===== config.mk =====
export PLATFORM = sky130hd
export DESIGN_NAME = game_timer_controller
export DESIGN_NICKNAME = d
export VERILOG_FILES = /design/src/rtl/game_timer_pkg.sv /design/src/rtl/game_tick_prescaler.sv /design/src/rtl/game_timer_controller.sv
export SDC_FILE = /design/constraint.sdc
export NUM_CORES = 1
export LEC_CHECK = 0
export ABC_AREA = 1
export BUFFER_PORTS_ARGS = -buffer_cell sky130_fd_sc_hd__buf_2
export CAP_MARGIN = 20
export CORE_ASPECT_RATIO = 1.75
export CORE_UTILIZATION = 60
export CTS_CLUSTER_SIZE = 24
export DETAILED_ROUTE_END_ITERATION = 8
export GPL_ROUTABILITY_DRIVEN = 0
export GPL_TIMING_DRIVEN = 1
export PLACE_DENSITY = 0.84
export SETUP_SLACK_MARGIN = 0.1
export SYNTH_ARGS = -nofsm -noshare
export SYNTH_HDL_FRONTEND = slang
export SYNTH_SLANG_ARGS = --single-unit

===== constraint.sdc =====
create_clock -name clk -period 3.44 [get_ports clk]
set_input_delay 0.172 -clock clk [delete_from_list [all_inputs] [get_ports clk]]
set_output_delay 0.172 -clock clk [all_outputs]
set_load 0.01 [all_outputs]

===== src/rtl/game_timer_pkg.sv =====
// game_timer_pkg: state encoding and counter constants shared by the game timer blocks.
package game_timer_pkg;
  typedef enum logic [1:0] {
    ST_IDLE  = 2'd0,
    ST_RUN   = 2'd1,
    ST_PAUSE = 2'd2,
    ST_EXP   = 2'd3
  } state_e;
  localparam logic [7:0] TIMER_START_VALUE = 8'd20;
  localparam logic [7:0] COUNT_MAX = 8'd255;
endpackage


===== src/rtl/game_tick_prescaler.sv =====
// game_tick_prescaler: free-running 0..TICK_CYCLES-1 counter; tick marks the terminal count.
module game_tick_prescaler #(
  parameter int TICK_CYCLES = 100000000
) (
  input  logic clk,
  input  logic reset,
  input  logic clear,
  input  logic enable,
  output logic tick
);
  localparam int W = $clog2(TICK_CYCLES);
  localparam logic [W-1:0] LAST = W'(TICK_CYCLES - 1);
  logic [W-1:0] cnt_q, cnt_d;
  assign tick  = enable && (cnt_q == LAST);
  assign cnt_d = clear ? '0 : !enable ? cnt_q : tick ? '0 : cnt_q + 1'b1;
  always_ff @(posedge clk or posedge reset) begin
    if (reset) cnt_q <= '0;
    else       cnt_q <= cnt_d;
  end
endmodule


===== src/rtl/game_timer_controller.sv =====
// game_timer_controller: game-time FSM issuing per-second decrements and queued bonus
// increments to the 8-bit time counter, with game-over detection.
module game_timer_controller
  import game_timer_pkg::*;
#(
  parameter int TICK_CYCLES   = 100000000,
  parameter int BONUS_SECONDS = 2,
  parameter int PEND_W        = 4
) (
  input  logic       clk,
  input  logic       reset,
  input  logic       start,
  input  logic       pause,
  input  logic       bonus_hit,
  input  logic [7:0] count,
  output logic       timer_reset,
  output logic       increment,
  output logic       decrement,
  output logic       game_over,
  output logic [1:0] state
);
  localparam int PEND_MAX = (1 << PEND_W) - 1;
  state_e state_q, state_d;
  logic tr_q, tr_d, inc_q, inc_d, dec_q, dec_d, over_q, settle_q, tick, run;
  logic [PEND_W-1:0] pend_q, pend_d;
  int pend_sum;
  assign run = (state_q == ST_RUN) && !start && !pause;
  game_tick_prescaler #(.TICK_CYCLES(TICK_CYCLES)) u_presc (
    .clk    (clk),
    .reset  (reset),
    .clear  (start),
    .enable (run),
    .tick   (tick)
  );
  // settle_q covers the cycle a pulse is on the wire, so count is only trusted once it has landed
  always_comb begin
    state_d  = state_q;
    tr_d     = 1'b0;
    inc_d    = 1'b0;
    dec_d    = 1'b0;
    pend_d   = pend_q;
    pend_sum = 0;
    if (start) begin
      state_d = ST_RUN;
      tr_d    = 1'b1;
      pend_d  = '0;
    end else if (state_q == ST_PAUSE && pause) begin
      state_d = ST_RUN;
    end else if (state_q == ST_RUN && pause) begin
      state_d = ST_PAUSE;
    end else if (run && !settle_q && count == 8'd0) begin
      state_d = ST_EXP;
      pend_d  = '0;
    end else if (run) begin
      dec_d    = tick;
      inc_d    = !tick && pend_q != '0 && !settle_q && count != COUNT_MAX;
      pend_sum = int'(pend_q) + (bonus_hit ? BONUS_SECONDS : 0) - int'(inc_d);
      pend_d   = pend_sum > PEND_MAX ? PEND_W'(PEND_MAX) : PEND_W'(pend_sum);
    end
  end
  always_ff @(posedge clk or posedge reset) begin
    if (reset) begin
      state_q  <= ST_IDLE;
      tr_q     <= 1'b0;
      inc_q    <= 1'b0;
      dec_q    <= 1'b0;
      over_q   <= 1'b0;
      settle_q <= 1'b0;
      pend_q   <= '0;
    end else begin
      state_q  <= state_d;
      tr_q     <= tr_d;
      inc_q    <= inc_d;
      dec_q    <= dec_d;
      over_q   <= state_d == ST_EXP;
      settle_q <= tr_d | inc_d | dec_d;
      pend_q   <= pend_d;
    end
  end
  assign timer_reset = tr_q;
  assign increment   = inc_q;
  assign decrement   = dec_q;
  assign game_over   = over_q;
  assign state       = state_q;
endmodule


# Yosys cells after proc, flatten, opt, wreduce, memory -nomap -nowiden
# Index checks and enable logic that the tools add are counted.
[totals]
regBits = 38
out_inout_bits = 6
wordCells = 65
[op_classes]
n_reduce_logical = 19
eq_ne = 7
n_mux = 25
n_addsub = 3
n_lt_le_gt_ge = 1
n_bitwise = 2
[ops]
columns = ["cell", "n"]
rows = [
  ["$mux W27", 3],
  ["$add A27 B1 Y27 const B", 1],
  ["$eq A27 B27 Y1 const B", 1],
  ["$mux W4", 6],
  ["$mux W1", 11],
  ["$logic_and A1 B1 Y1", 10],
  ["$mux W2", 5],
  ["$logic_not A8 Y1", 1],
  ["$ne A8 B8 Y1 const B", 1],
  ["$gt A6 B5 Y1 const B", 1],
  ["$sub A5 B1 Y6", 1],
  ["$add A4 B2 Y5", 1],
  ["$eq A2 B2 Y1 const B", 2],
  ["$logic_not A1 Y1", 4],
  ["$ne A2 B2 Y1 const B", 2],
  ["$reduce_bool A4 Y1", 1],
  ["$reduce_and A3 Y1", 1],
  ["$reduce_bool A3 Y1", 1],
  ["$eq A2 B1 Y1 const B", 1],
  ["$or A1 B1 Y1", 2],
  ["$reduce_bool A2 Y1", 1],
]

# Longest topological paths before layout
# Gate-level depths: netlist of run 1.
[depth]
ltp_word = 16
mapped_depth = 19

# Modules after synthesis
# A second synthesis of run 1 with hierarchy kept.
[unflattened]
cells_unflattened = 393
area_unflattened_um2 = 2588.7
[modules_own_cells]
columns = ["module", "seq_area_each_um2", "cells_per_inst", "instances", "area_each_um2"]
rows = [
  ["game_tick_prescaler", 675.6, 284, 1, 1813.0],
  ["game_timer_controller", 275.3, 109, 1, 775.7],
]

# Worst setup path after synthesis of run 1
# No wires, ideal clock.
[synth_path]
path_kind = "register to register"
startpoint = "reg u_presc.cnt_q[0]"
endpoint = "reg pend_q[2]"
t_arrival_ns = 2.275
stages_incl_launch_ff = 19
path_slack_ns = 1.036
n_path_buf = 0
required_time_ns = 3.310
path_cell_list = "dfrtp_1 -> ha_1 -> nand2_2 -> nor2_2 -> nand2_2 -> nor2_4 -> nand3_4 -> nand2_1 -> inv_1 -> ha_1 -> inv_1 -> ha_1 -> fa_1 -> nand2_1 -> nand2_1 -> nand3_1 -> nand2_1 -> nand2_1 -> o21ai_0"
[synth_via]
elab_chain_len = 14
[synth_rtl]
columns = ["item", "line", "text"]
rows = [
  ["start, declared", "game_tick_prescaler.sv:13", "logic [W-1:0] cnt_q, cnt_d;"],
  ["start signal, assigned", "game_tick_prescaler.sv:18", "else cnt_q <= cnt_d;"],
  ["$eq A27 B27 Y1 (*)", "game_tick_prescaler.sv:14", "assign tick = enable && (cnt_q == LAST);"],
  ["$logic_and A1 B1 Y1 (*)", "game_tick_prescaler.sv:14", ""],
  ["$logic_not A1 Y1 (*)", "game_timer_controller.sv:56", "inc_d = !tick && pend_q != '0 && !settle_q && count != COUNT_MAX;"],
  ["$logic_and A1 B1 Y1 (*) (3 in series)", "game_timer_controller.sv:56", ""],
  ["$sub A5 B1 Y6 (*)", "game_timer_controller.sv:57", "pend_sum = int'(pend_q) + (bonus_hit ? BONUS_SECONDS : 0) - int'(inc_d);"],
  ["$gt A6 B5 Y1", "game_timer_controller.sv:58", "pend_d = pend_sum > PEND_MAX ? PEND_W'(PEND_MAX) : PEND_W'(pend_sum);"],
  ["$mux W4 (*)", "game_timer_controller.sv:58", ""],
  ["$mux W4 (*)", "game_timer_controller.sv:54", "end else if (run) begin"],
  ["$mux W4 (*)", "game_timer_controller.sv:51", "end else if (run && !settle_q && count == 8'd0) begin"],
  ["$mux W4 (*)", "game_timer_controller.sv:49", "end else if (state_q == ST_RUN && pause) begin"],
  ["$mux W4 (*)", "game_timer_controller.sv:47", "end else if (state_q == ST_PAUSE && pause) begin"],
  ["$mux W4 (*)", "game_timer_controller.sv:43", "if (start) begin"],
  ["end signal, assigned", "game_timer_controller.sv:77", "pend_q <= pend_d;"],
  ["end, declared", "game_timer_controller.sv:25", "logic [PEND_W-1:0] pend_q, pend_d;"],
]
# Mark *: on every way between the ends. The rest lies on a longest branch, timed or not. The select of a mux whose other input is x is not followed.
# A chain may end at the register's enable or synchronous reset.

# Worst setup path after layout of run 1
[layout_path]
startpoint = "reg u_presc.cnt_q[0]"
endpoint = "reg pend_q[3]"
# The elaborated chain is that of the path after synthesis.

==> results.cfg, run 1 <==
[outcome]
run_status = finished, final reports clean

[worst_setup_path]
crit_type = flip-flop to flip-flop
critPathArrivalTime_ns = 2.78
slowest_delay_ns = 0.43
worst-path-max-fanout = 4
critPathSlowestCell = dfrtp_1
r2r_slack_ns = 0.83
path_cells = ha_1 > nand2_2 > nor2_2 > nand2_2 > nor2_4 > nand3_4 > nand2_1 > inv_1 > ha_1 > inv_1 > ha_1 > fa_1 > nand2_1 > nand2_1 > nand3_1 > nand2_1 > nand2_1 > o21ai_0
critPathCaptureType = flip-flop
crit_required_ns = 3.61
crit_top_cell = nand2_1
startpoint_type = flip-flop

[synthesis]
avgSynthCellArea_sq_um = 7.56
synth_cell_types = 33
yosys_warnings = 0
yosys.area.top_type = dfrtp_1
synthesis.nets = 359
synth-seq-cells = 38
ys_seq_area_share_pct = 37.3
async_reset_ff_share_pct = 100
synth.most_common_cell = nand2_1
synthCells = 337
synth_ff_type = dfrtp_1
synth.area.top_cells = dfrtp_1 37%, nand2_1 14%, inv_1 6.5%, nor2_1 5.2%, ha_1 3.9%
synthTopCellsByCount = 98 x nand2_1, 44 x inv_1, 38 x dfrtp_1
synth_top_area_share_pct = 37.3
syn-cell-area_sq_um = 2550
synth-edff-count = 0

[global_route]
first_global_vias = 2203
antenna_found_initial = 0
overflow = 0
grt_pass1_wl_mm = 9.72
grt_max_degree = 39
grt_util_all_layers_pct = 28.7

[clock_network]
cts_buffer_depth = 2
cts_tree = yes
clock_latency_ns = 0.29
path_clk_slew_ns = 0.08
htreeDepth = 2
cts_root_buf = clkbuf_8
cts_buffers = 5
cts_sinks = 38

[sta]
worstMarginPinSlew_ns = 0.686
slew_viol_final = 0
rsz0062_at_grt = false
clock_skew_ns = 0.00570
clock.fmax_mhz = 384
fin_crit_sh_pct = 75.8
relSlewSlack_pct = 54.2
fin_crit_ns = 2.61
final-hold-violation-count = 0
setup_viol = 0
fin_setup_tns_ns = 0
holdWs_ns = 0.0280

[cells_and_area]
regArea_sq_um = 951
drive_above_1_share_pct = 17.5
fin_area_sq_um = 2820
area_delta_synth_final_pct = 10.6
final_util_pct = 68.5
antenna_cells = 0
nets = 381
multi_input_area_sq_um = 1380
fillers = 341

[floorplanning]
die_w_microns = 51.3
die_y_microns = 88.2
die_area_sq_um = 4520
core_sq_um = 4110
ios = 19
num_rows = 31
start_util_pct = 62.0

[routing]
via_per_inst = 5.57
drt_iter0_markers = 80
routed_wl_mm = 5.70
wl_per_cell_microns = 13.9
dr.pass1.iters = 5
vias = 2277
drc_errors = 0
ant_nets = 0

[pwr]
peakVddDrop_mv = 0.409
cellLeakagePower_nw = 1.31
powerDensity_nw_per_um2 = 463
power.total_mw = 1.31

[worst_hold_path]
hp-class = input pin to flip-flop

[placement]
placed_cell_area_sq_um = 2660
io_buffers = 18
hpwl_mm = 4.12

[job]
drv_cap = 0
[layout make-up]
| class | count | area share (%) |
|---|---|---|
| timing repair buffer | 20 | 3.82 |
| inverter | 47 | 6.26 |
| clock buffer | 6 | 2.93 |
| multi-input combinational | 247 | 48.9 |
| clock inverter | 2 | 2.13 |
| tap | 49 | 2.18 |
| sequential | 38 | 33.8 |
[power by group]
part | switching, mW | internal (mW) | total [mW] | leakage, nW
Combinational | 0.213 | 0.123 | 0.336 | 0.724
Sequential | 0.0147 | 0.473 | 0.488 | 0.518
Clock | 0.171 | 0.310 | 0.481 | 0.0714
[final timing paths]
path / cells past startpoint / start / endpoint
setup / recovery: 18 / u_presc.cnt_q[0] / pend_q[3]
hold / removal: 1 / start / timer_reset
setup reg to reg: 18 / u_presc.cnt_q[0] / pend_q[3]
hold reg to reg: 1 / u_presc.cnt_q[0] / u_presc.cnt_q[0]
max in group asynchronous: 4 / reset / u_presc.cnt_q[17]
min in group asynchronous: 4 / reset / state[0]
[cell families (layout without fill, tap and decap cells)]
logic type               after synthesis  in the layout  synth area share (%)
flip-flops                            38             38                  37.3
buffers and inverters                 52             75                  8.60
AO/OA/AOI/OAI                         28             28                  7.56
AND/OR/NAND/NOR                      196            196                  37.0
XOR/XNOR                              14             14                  4.81
adder cells (fa/ha/maj)                9              9                  4.72
[sequential cells by signal (all words and copies together) (netlist names)]
signal / count
decrement: 1
increment: 1
u_presc.cnt_q: 27
timer_reset: 1
game_over: 1
settle_q: 1
state: 2
pend_q: 4
[cell usage in the layout, fill, tap and decap left out, types with 8 or more instances in the layout]
cell,count
nor3_1,9
nand4_1,8
ha_1,8
inv_1,44
dfrtp_1,38
xor2_1,11
nand3_1,19
nand2_1,98
o21ai_0,9
buf_2,18
nor2_1,35
o21ai_2,9
[metal layers]
layer	share of wire [%]	GRT usage, %
met1	35	28.5
met2	56	56.0
met3	5.5	4.86
met4	3.4	13.0
met5	0	0
[metrics by stage]
step	setup WS, ns	instances
floorplan	1.04	337
global placement	0.919	400
detailed placement	0.832	400
CTS	0.811	409
global route	0.594	409
finish	0.833	409
[worst max-delay path, delay by kind of cell, from the launching register on]
family | cells | cell delay, ns
AOI/OAI and AO/OA | 1 | 0.07
adders and majority gates | 4 | 0.98
buffers and inverters | 2 | 0.10
DFF | 1 | 0.43
and+or+nand+nor | 11 | 0.89
[timing repair]
action / CTS / global route
gates resized for setup: 0 / 0
hold buffers: 1 / 0
hold endpoints to repair: 7 / 0
buffers inserted: 0 / 0
(Power assumes the default switching activity.)
==> inputs of run 2 (changes only) <==
- CORE_UTILIZATION: 60 -> 54
- PLACE_DENSITY: 0.84 -> 0.8
- clock period: 3.44 -> 2.2 ns (I/O delays scaled with it)
==> run 2 against run 1 <==
The flow now finishes with violations (negative setup slack); core utilization up 4.1 points; global-route usage increased by 0.75 points; hold slack improved by 0.051 ns; count of clock-buffer cells in the layout rose by 1; sequential share of layout area shrank 4.6 points; die area is 11% higher; clock skew up 0.0028 ns; final cell count increased by 14%; cell area up 16%; flip-flop and latch count stayed put; routed wire length up 24%; critical path depth is 1 lower; critical endpoint is now pend_q[0]; largest cell class unchanged.
==> results.cfg, run 2 (synthesis gave the netlist of run 1 again) <==
[global_route]
first_global_vias = 2466
antenna_found_initial = 0
grt_max_degree = 39
grt_util_all_layers_pct = 29.5
overflow = 0
grt_pass1_wl_mm = 10.5

[clock_network]
cts_tree = yes
cts_buffer_depth = 2
htreeDepth = 2
path_clk_slew_ns = 0.07
clock_latency_ns = 0.30
cts_root_buf = clkbuf_8
cts_buffers = 5
cts_sinks = 38

[worst_setup_path]
worst-path-max-fanout = 4
reg2regPathDepth = 17
crit_type = flip-flop to flip-flop
critPathCaptureType = flip-flop
slowest_delay_ns = 0.41
crit_top_cell = nand2_2
crit_required_ns = 2.38
crit_buf_inv = 4
path_cells = inv_2 > ha_2 > a31oi_1 > o21ai_1 > inv_1 > nand2_2 > inv_2 > ha_4 > inv_2 > ha_4 > fa_2 > nand2_2 > nand2_2 > nand3_4 > nand2_2 > nand2_1 > o21ai_1
critPathArrivalTime_ns = 2.62
startpoint_type = flip-flop
worstSetupPathDepth = 17
r2r_slack_ns = -0.24
critPathSlowestCell = fa_2
crit_family = adder cells

[placement]
post-place-ws_ns = -0.116
placed_cell_area_sq_um = 3010
io_buffers = 18
hpwl_mm = 4.75

[sta]
fin_crit_ns = 2.44
setup_ws_ns = -0.236
setup_viol = 6
clock.fmax_mhz = 410
relSlewSlack_pct = 66.9
clock_skew_ns = 0.00852
fin_crit_sh_pct = 111
slew_viol_final = 0
rsz0062_at_grt = true
worstMarginPinSlew_ns = 0.496
final-hold-violation-count = 0

[cells_and_area]
drive_above_1_share_pct = 32.4
top_register = u_presc.cnt_q
nets = 435
final_common_cell = nand2_1
antenna_cells = 0
area_delta_synth_final_pct = 27.8
fin_area_sq_um = 3260
final_cell_mix = 92 x nand2_1, 54 x buf_4, 40 x inv_1
largest_reg_flops = 27

[pwr]
cellLeakagePower_nw = 1.58
power.total_mw = 2.30
powerDensity_nw_per_um2 = 705
peakVddDrop_mv = 0.681

[floorplanning]
start_util_pct = 56.8
die_area_sq_um = 5010
die_w_microns = 53.9
core_sq_um = 4480
die_y_microns = 92.9
ios = 19
num_rows = 32

[routing]
dr.pass1.iters = 4
drt_iter0_markers = 75
routed_wl_mm = 7.06
ant_nets = 0
vias = 2557
wl_per_cell_microns = 15.2
via_per_inst = 5.50
drc_errors = 0

[job]
drv_cap = 0

[outcome]
run_status = finished with violations
violations = negative setup slack

[worst_hold_path]
hp-class = input pin to flip-flop
hold_depth = 3
## run 2: path summary, 6_finish.rpt
kind / startpoint / end
setup / recovery: pend_q[2] / pend_q[0]
hold / removal: start / state[0]
setup reg to reg: pend_q[2] / pend_q[0]
hold reg to reg: u_presc.cnt_q[20] / u_presc.cnt_q[20]
max in group asynchronous: reset / u_presc.cnt_q[4]
min in group asynchronous: reset / increment
## run 2: metrics by stage
| stage | util [%] | cells | hold slack [ns] | setup TNS [ns] |
|---|---|---|---|---|
| 3_3_place_gp | 67.1 | 444 | 0.250 | -0.0325 |
| 3_5_place_dp | 67.1 | 444 | 0.264 | -0.422 |
| 2_1_floorplan | - | 337 | 0.141 | -0.267 |
| 6_report | 72.6 | 465 | 0.0794 | -1.05 |
| 4_1_cts | 71.8 | 464 | 0.0860 | -0.386 |
| 5_1_grt | 72.6 | 465 | 0.103 | -1.93 |
## run 2: routing by layer
layer	share of wire (%)	up-vias	global-route usage [%]
met5	0	-	0
met4	5.5	0	16.4
met3	4.7	37	4.11
met2	56	99	55.5
met1	34	1202	27.9
li1	-	1219	-
## run 2: power by group
part           switching (mW)  internal (mW)
logic                   0.576          0.458
registers              0.0198          0.740
clock network           0.250          0.253
## run 2: worst reg2reg max path: stages (launching register included)
cell	delay, ns
dfrtp_1	0.37
inv_2	0.05
ha_2	0.18
a31oi_1	0.15
o21ai_1	0.10
inv_1	0.08
nand2_2	0.06
inv_2	0.08
ha_4	0.14
inv_2	0.04
ha_4	0.16
fa_2	0.41
nand2_2	0.10
nand2_2	0.07
nand3_4	0.11
nand2_2	0.07
nand2_1	0.08
o21ai_1	0.07
## run 2: area by class of cell
type | instances | area (sq um)
Clock buffer | 7 | 86.3
Clock inverter | 1 | 5.00
Fill cell | 344 | 1230
Inverter | 47 | 176
Multi-Input combinational cell | 247 | 1460
Sequential cell | 38 | 951
Tap cell | 51 | 63.8
Timing Repair Buffer | 74 | 515
## run 2: what timing repair did
action | CTS | global route
setup buffers | 10 | 1
cloned | 0 | 0
endpoints found under the setup margin | 4 | 6
endpoints found under the hold margin | 39 | 0
hold buffers | 2 | 0
pin swaps | 10 | 9
gates resized for setup | 7 | 11
==> inputs of run 3 (changes only) <==
- TNS_END_PERCENT: unset -> 30
==> run 3 against run 2 <==
The flow still finishes with violations (negative setup slack); critical path depth grew 1; core utilization grew 0.53 points; first-iteration DRC count grew 24%; sequential power is essentially flat; largest power group unchanged.
==> results.cfg, run 3 (synthesis gave the netlist of run 1 again) <==
[floorplanning]
die_area_sq_um = 5010
die_y_microns = 92.9
ios = 19
num_rows = 32
die_w_microns = 53.9
start_util_pct = 56.8
core_sq_um = 4480

[global_route]
antenna_found_initial = 0
grt_util_all_layers_pct = 31.7
first_global_vias = 2623
overflow = 0
grt_pass1_wl_mm = 11.4
grt_max_degree = 39

[worst_setup_path]
worst-path-max-fanout = 4
critPathArrivalTime_ns = 2.44
crit_type = flip-flop to flip-flop
crit_required_ns = 2.38
critPathCaptureType = flip-flop
reg2regPathDepth = 18
startpoint_type = flip-flop

[routing]
drc_errors = 0
wl_per_cell_microns = 15.0
via_per_inst = 5.45
ant_nets = 0
dr.pass1.iters = 4
vias = 2540
drt_iter0_markers = 93
routed_wl_mm = 7.00

[clock_network]
cts_buffer_depth = 2
cts_sinks = 38
path_clk_slew_ns = 0.08
cts_tree = yes
clock_latency_ns = 0.30
cts_root_buf = clkbuf_8
cts_buffers = 5
htreeDepth = 2

[cells_and_area]
antenna_cells = 0
final_cell_mix = 97 x nand2_1, 55 x buf_4, 40 x inv_1
largest_reg_flops = 27
top_register = u_presc.cnt_q
fillers = 332
drive_above_1_share_pct = 31.8
area_delta_synth_final_pct = 28.8
final_util_pct = 73.2
final_common_cell = nand2_1
regArea_sq_um = 951
instances_no_fill = 466
nets = 436
multi_input_area_sq_um = 1450

[worst_hold_path]
hp-class = input pin to flip-flop
hold_depth = 4

[sta]
setup_viol = 6
clock_skew_ns = 0.00323
rsz0062_at_grt = true
final-hold-violation-count = 0
slew_viol_final = 0
worstMarginPinSlew_ns = 0.493
fin_crit_sh_pct = 103
relSlewSlack_pct = 67.1
fin_crit_ns = 2.26
clock.fmax_mhz = 442
setup_ws_ns = -0.0642

[placement]
dp.cells = 445
hpwl_mm = 4.74
io_buffers = 18

[pwr]
powerDensity_nw_per_um2 = 676
peakVddDrop_mv = 0.716
cellLeakagePower_nw = 1.59

[outcome]
violations = negative setup slack
run_status = finished with violations

[job]
drv_cap = 0
[run 3: cell count changes in the layout (fill, tap and decap cells not counted), sizes merged]
cell / previous run / this run
buf: 72 / 73
clkinv: 1 / 0
clkbuf: 7 / 8
[run 3: through the flow]
step                      setup TNS [ns]  setup slack [ns]  area (sq um)  power (mW)  hold slack, ns
after global routing               -1.42            -0.291          3280        2.37           0.182
final                             -0.201           -0.0642          3280        2.22           0.144
after detailed placement          -0.684            -0.181          3000        1.36           0.253
after global placement            -0.172           -0.0491          3000        1.33           0.248
after floorplan                   -0.360            -0.138          2560        1.18           0.141
after CTS                         -0.350           -0.0898          3240        2.09           0.140
[run 3: path summary, 6_finish.rpt]
check / startpoint / to / slack (ns)
max: u_presc.cnt_q[0] / pend_q[1] / -0.06
min: pause / game_over / 0.14
max reg2reg: u_presc.cnt_q[0] / pend_q[1] / -0.06
min reg2reg: u_presc.cnt_q[14] / u_presc.cnt_q[14] / 0.57
max in group asynchronous: reset / u_presc.cnt_q[23] / 1.37
min in group asynchronous: reset / decrement / 0.48
[run 3: layout make-up]
| class | instances | share of cell area [%] |
|---|---|---|
| flip-flops and latches | 38 | 29.0 |
| repair buffers | 75 | 15.9 |
| well taps | 51 | 1.95 |
| multi-input cells | 247 | 44.3 |
| clock buffers | 8 | 3.36 |
| inverters | 47 | 5.45 |
[run 3: report_power, final]
part	internal, mW	switching [mW]	total [mW]
Combinational	0.395	0.484	0.880
Sequential	0.740	0.0211	0.761
Clock	0.317	0.260	0.577
[run 3: routing by layer]
metal / wire (microns) / track usage (%) / vias up
met3: 291 / 8.70 / 39
met5: 0 / 0 / -
met4: 442 / 24.1 / 0
li1: - / - / 1223
met2: 3880 / 53.7 / 85
met1: 2380 / 30.1 / 1193
[run 3: what timing repair did]
action                     CTS  global route
hold buffers                 2             0
setup buffers               10             1
hold endpoints to repair    39             0
resized for setup           12            10
setup endpoints to repair    4             6
pin swaps                    7             6
[run 3: critical path, cell delays in order, from the launching register on]
cell and delay (ns):
dfrtp_1 0.39, ha_2 0.20, nand2_2 0.08, nor2_4 0.04, nand2_4 0.07, nor2_4 0.04, nand3_4 0.07, nand2_1 0.06
inv_2 0.07, ha_4 0.13, inv_4 0.03, ha_4 0.15, fa_2 0.35, nand2_1 0.07, nand2_1 0.06, nand3_2 0.11
nand2_1 0.07, nand2_1 0.06, o21ai_1 0.07
